==> src/rtl/avst_pkt_arbiter.sv <==
// Packet-locked round-robin arbiter in front of a shared adder_avst datapath.
// A tag FIFO remembers which requester owns each in-flight packet so responses return in order.
module avst_pkt_arbiter #(
    parameter int N         = 4,
    parameter int TAG_DEPTH = 4
) (
    input  logic           clk,
    input  logic           reset,
    input  logic [8*N-1:0] in_data,
    input  logic [N-1:0]   in_end,
    input  logic [N-1:0]   in_valid,
    output logic [N-1:0]   in_ready,
    output logic [7:0]     adder_data,
    output logic           adder_end,
    output logic           adder_valid,
    input  logic           adder_ready,
    input  logic [7:0]     rsp_data,
    input  logic           rsp_end,
    input  logic           rsp_valid,
    output logic           rsp_ready,
    output logic [7:0]     out_data,
    output logic           out_end,
    output logic [N-1:0]   out_valid,
    input  logic [N-1:0]   out_ready,
    output logic           err_orphan
);

    localparam int TW = (N > 1) ? $clog2(N) : 1;
    localparam int AW = $clog2(TAG_DEPTH);

    typedef logic [TW-1:0] tag_t;
    typedef logic [AW:0]   ptr_t;
    typedef enum logic {IDLE = 1'b0, PASS = 1'b1} state_e;

    localparam ptr_t PTR_ONE = ptr_t'(1);

    state_e state_q, state_d;
    tag_t   grant_q, grant_d;
    tag_t   last_q, last_d;
    tag_t   tags_q [TAG_DEPTH];
    ptr_t   wr_ptr_q, rd_ptr_q;
    logic   err_q;

    tag_t   pick;
    logic   pick_vld;
    logic   push, pop;
    logic   empty, full;
    tag_t   head;

    assign empty      = (wr_ptr_q == rd_ptr_q);
    assign full       = (wr_ptr_q[AW] != rd_ptr_q[AW]) &&
                        (wr_ptr_q[AW-1:0] == rd_ptr_q[AW-1:0]);
    assign head       = tags_q[rd_ptr_q[AW-1:0]];
    assign err_orphan = err_q;

    // Ports above last win over ports at or below it; lowest index wins inside each group.
    always_comb begin
        pick     = '0;
        pick_vld = 1'b0;
        for (int i = N - 1; i >= 0; i--) begin
            if (in_valid[i] && (tag_t'(i) <= last_q)) begin
                pick     = tag_t'(i);
                pick_vld = 1'b1;
            end
        end
        for (int i = N - 1; i >= 0; i--) begin
            if (in_valid[i] && (tag_t'(i) > last_q)) begin
                pick     = tag_t'(i);
                pick_vld = 1'b1;
            end
        end
    end

    always_comb begin
        state_d     = state_q;
        grant_d     = grant_q;
        last_d      = last_q;
        push        = 1'b0;
        in_ready    = '0;
        adder_data  = '0;
        adder_end   = 1'b0;
        adder_valid = 1'b0;
        case (state_q)
            IDLE: begin
                if (pick_vld && !full) begin
                    grant_d = pick;
                    push    = 1'b1;
                    state_d = PASS;
                end
            end
            PASS: begin
                for (int i = 0; i < N; i++) begin
                    if (grant_q == tag_t'(i)) begin
                        adder_data  = in_data[8*i +: 8];
                        adder_end   = in_end[i];
                        adder_valid = in_valid[i];
                        in_ready[i] = adder_ready;
                        if (in_valid[i] && adder_ready && in_end[i]) begin
                            last_d  = grant_q;
                            state_d = IDLE;
                        end
                    end
                end
            end
            default: state_d = IDLE;
        endcase
    end

    always_comb begin
        out_valid = '0;
        rsp_ready = 1'b0;
        out_data  = '0;
        out_end   = 1'b0;
        pop       = 1'b0;
        if (!empty) begin
            out_data = rsp_data;
            out_end  = rsp_end;
            for (int i = 0; i < N; i++) begin
                if (head == tag_t'(i)) begin
                    out_valid[i] = rsp_valid;
                    rsp_ready    = out_ready[i];
                    pop          = rsp_valid && out_ready[i] && rsp_end;
                end
            end
        end
    end

    always_ff @(posedge clk or negedge reset) begin
        if (!reset) begin
            state_q  <= IDLE;
            grant_q  <= '0;
            last_q   <= tag_t'(N - 1);
            wr_ptr_q <= '0;
            rd_ptr_q <= '0;
            err_q    <= 1'b0;
            for (int i = 0; i < TAG_DEPTH; i++) begin
                tags_q[i] <= '0;
            end
        end else begin
            state_q <= state_d;
            grant_q <= grant_d;
            last_q  <= last_d;
            if (push) begin
                tags_q[wr_ptr_q[AW-1:0]] <= grant_d;
                wr_ptr_q                 <= wr_ptr_q + PTR_ONE;
            end
            if (pop) begin
                rd_ptr_q <= rd_ptr_q + PTR_ONE;
            end
            if (empty && rsp_valid) begin
                err_q <= 1'b1;
            end
        end
    end

endmodule

==> config.mk <==
export PLATFORM = sky130hd
export DESIGN_NAME = avst_pkt_arbiter
export DESIGN_NICKNAME = d
export VERILOG_FILES = /design/src/rtl/avst_pkt_arbiter.sv
export SDC_FILE = /design/constraint.sdc
export NUM_CORES = 1
export LEC_CHECK = 0
export CORE_MARGIN = 10
export CORE_UTILIZATION = 42
export CTS_CLUSTER_DIAMETER = 40
export DETAILED_ROUTE_END_ITERATION = 8
export PLACE_DENSITY = 0.83
export REMOVE_ABC_BUFFERS = 1
export SLEW_MARGIN = 20
export SYNTH_ARGS = -nofsm -noshare
export SYNTH_HDL_FRONTEND = slang
export SYNTH_SLANG_ARGS = --single-unit
export TNS_END_PERCENT = 20
==> constraint.sdc <==
create_clock -name clk -period 3.28 [get_ports clk]
set_clock_uncertainty 0.1 [all_clocks]
set_input_delay 0.492 -clock clk [delete_from_list [all_inputs] [get_ports clk]]
set_output_delay 0.492 -clock clk [all_outputs]
set_load 0.01 [all_outputs]
==> results.tsv <==
stage	metric	value	unit
critical_path	worstSetupStartpointType	flip-flop	
critical_path	critPathMaxFanout	5	
drt	detail-route-antenna-nets	0	
synthesis	synth-main-ff-cell	dfrtp_1	
timing	max_slew_margin	42.0	%
power_and_ir_drop	power.share.sequential	25.7	%
drt	drtIter0Drc	30	
critical_path	critPathKind	reg -> out	
clocking	clk_pin_slew	70	ps
synthesis	yosysSeqAreaShare	32.2	%
global_route	grt_pass1_vias	1469	
die	io-pin-count	86	
synthesis	syn_avg_cell_area	10.3	µm²
clocking	cts.sinks	20	
synthesis	ys_warn_count	0	
global_route	overflow	0	
cells_and_area	antenna_cells	0	
timing	finalSetupTns	0	ps
cells_and_area	area_growth	61.0	%
die	dieArea	0.00656	mm²
run_status	outcome	completed	
clocking	cts.hold.buffers_added	0	
placement	dpl.cell_count	275	
cells_and_area	final_common_cell	clkdlybuf4s50_1	
timing	max_freq	333	MHz
hold_path	hold_path_startpoint	err_orphan	
synthesis	netlist.area_leader.share	28.8	%
power_and_ir_drop	power	2.12	mW
cells_and_area	final_cell_mix	clkdlybuf4s50_1 (85), and2_1 (21), dfrtp_1 (18)	
synthesis	syn_inst	151	
cells_and_area	utilization	69.2	%
power_and_ir_drop	power_density	845	mW/mm²
timing	fin_ws	276	ps
cells_and_area	fin_cells	279	
synthesis	synth_edf_count	0	
clocking	worstSkewPairLatency	260	ps
placement	dp_hpwl	3.79	mm
placement	place_ws	506	ps
clocking	cts_resized	0	
timing	finalCriticalPeriod	3000	ps
timing	hold_viol_final	0	
run	maxCapViolCount	0	
timing	maxSlewViolCount	0	
power_and_ir_drop	ir_drop	0.491	mV
critical_path	worstSetupEndpointType	output pin	
synthesis	synth.cell_area	0.00156	mm²
synthesis	async_flop_share	100	%
drt	routed_via_density	5.19	
drt	num_vias	1448	
cells_and_area	num-nets-final	294	
power_and_ir_drop	power.internal	1.33	mW
clocking	cts_buffers	3	
clocking	cts_max_level	1	
hold_path	hold_class	reg -> reg	
clocking	clk_path_buf_depth	2	
drt	wl_per_cell	16.8	µm
power_and_ir_drop	clockPowerShare	11.6	%
power_and_ir_drop	power.leakage	0.976	nW
global_route	grt_max_degree	21	
power_and_ir_drop	p_comb_share	62.8	%
timing	rsz0062_at_grt	false	
cells_and_area	final_area	0.00251	mm²
global_route	antenna_found_initial	0	
timing	fin_crit_sh	91.6	%
power_and_ir_drop	p_switching	790	µW
cells_and_area	drive_gt1_share	13.9	%
critical_path	cp.required	2690	ps
synthesis	synth.top_cells.by_area	dfrtp_1 (29%), mux4_2 (16%), mux2_2 (8.7%), and2_1 (8.4%), ha_1 (4.0%)	
die	row_count	22	
timing	setup_viol	0	
clocking	clockRootBuffer	clkbuf_8	
timing	tightest_slew	868	ps
die	die_h	81.0	µm
placement	place_congestion	0.788	
drt	firstDrtPassIters	4	
placement	port_buffers	85	
critical_path	critical_path.startpoint	rd_ptr_q[0]	
global_route	grt_usage	13.8	%
power_and_ir_drop	switching_share	37.2	%
timing	hold-worst-slack	380	ps
global_route	grt_first_pass_wirelength	7.21	mm
synthesis	synth_largest_area_cell	dfrtp_1	
clocking	cts_tree	built	
die	core_area	0.00363	mm²
drt	wl	4.68	mm
clocking	postCtsSetupBuffers	0	
critical_path	worstPathArrival	2410	ps
placement	placed_area	0.00244	mm²
die	fp.dieW	81.0	µm
synthesis	ys_types	31	
critical_path	r2r-start	rd_ptr_q[0]	
die	start_util	43.0	%
drt	drc_errors	0	
synthesis	synth-seq-cells	20	
## sequential cells by signal, summed over array words and instances, names as in the netlist
register and count:
grant_q 2, last_q 2, tags_q 8, rd_ptr_q 3, wr_ptr_q 3, err_orphan 1
state_q 1
## power groups by stage
stage | registers (mW) | logic (mW) | clock network [mW]
floorplan | 0.514 | 0.787 | 0
global placement | 0.542 | 1.32 | 0
detailed placement | 0.547 | 1.35 | 0
CTS | 0.551 | 1.36 | 0.249
global route | 0.570 | 1.45 | 0.259
finish | 0.545 | 1.33 | 0.246
## Yosys cell counts (6+ instances only)
cell      instances
and2_1           21
xnor2_1           6
inv_1             6
dfrtp_1          18
clkbuf_1          9
mux2_2           12
nand3_1           6
mux4_2           11
nand2_1          14
nor2_1            7
o21ai_0           6
## worst max-delay path: stages, from the launching register on
cell             delay, ps
dfrtp_1                490
mux4_2                 620
mux2i_1                150
mux2i_1                200
and2_1                 160
clkdlybuf4s50_1        530
## per-layer routing
layer  up-vias  track usage (%)  share of wire (%)
met2        37             26.0                 55
met4         0             3.63               0.81
li1        696                -                  -
met3         4             2.87                5.8
met5         -                0                  0
met1       711             15.4                 38
## cell type report
type	count	area, µm²
inverter	6	22.5
multi-input combinational	115	998
clock inverter	1	30.0
clock buffer	3	41.3
sequential	20	503
tap	48	60.1
timing repair buffer	86	858
fill	288	1120
## path summary, 6_finish.rpt
check | endpoint | slack [ps] | depth (start not counted)
min in group asynchronous | tags_q[6] | 620 | 1
max in group asynchronous | rd_ptr_q[2] | 1920 | 1
hold reg to reg | err_orphan | 380 | 1
setup / recovery | rsp_ready | 280 | 5
setup reg to reg | rd_ptr_q[1] | 1090 | 5
hold / removal | err_orphan | 380 | 1
## cells by family (layout without fill, tap and decap cells)
family	Yosys count	after routing	synth area share, %
adder cells (fa/ha/maj)	5	5	4.01
flip-flops	20	20	32.2
AO/OA/AOI/OAI	18	18	8.17
buffers and inverters	16	96	3.85
multiplexers	28	28	28.8
AND/OR/NAND/NOR	57	57	19.1
XOR/XNOR	7	7	3.93
Note: power is estimated with default switching activity, not from simulation.
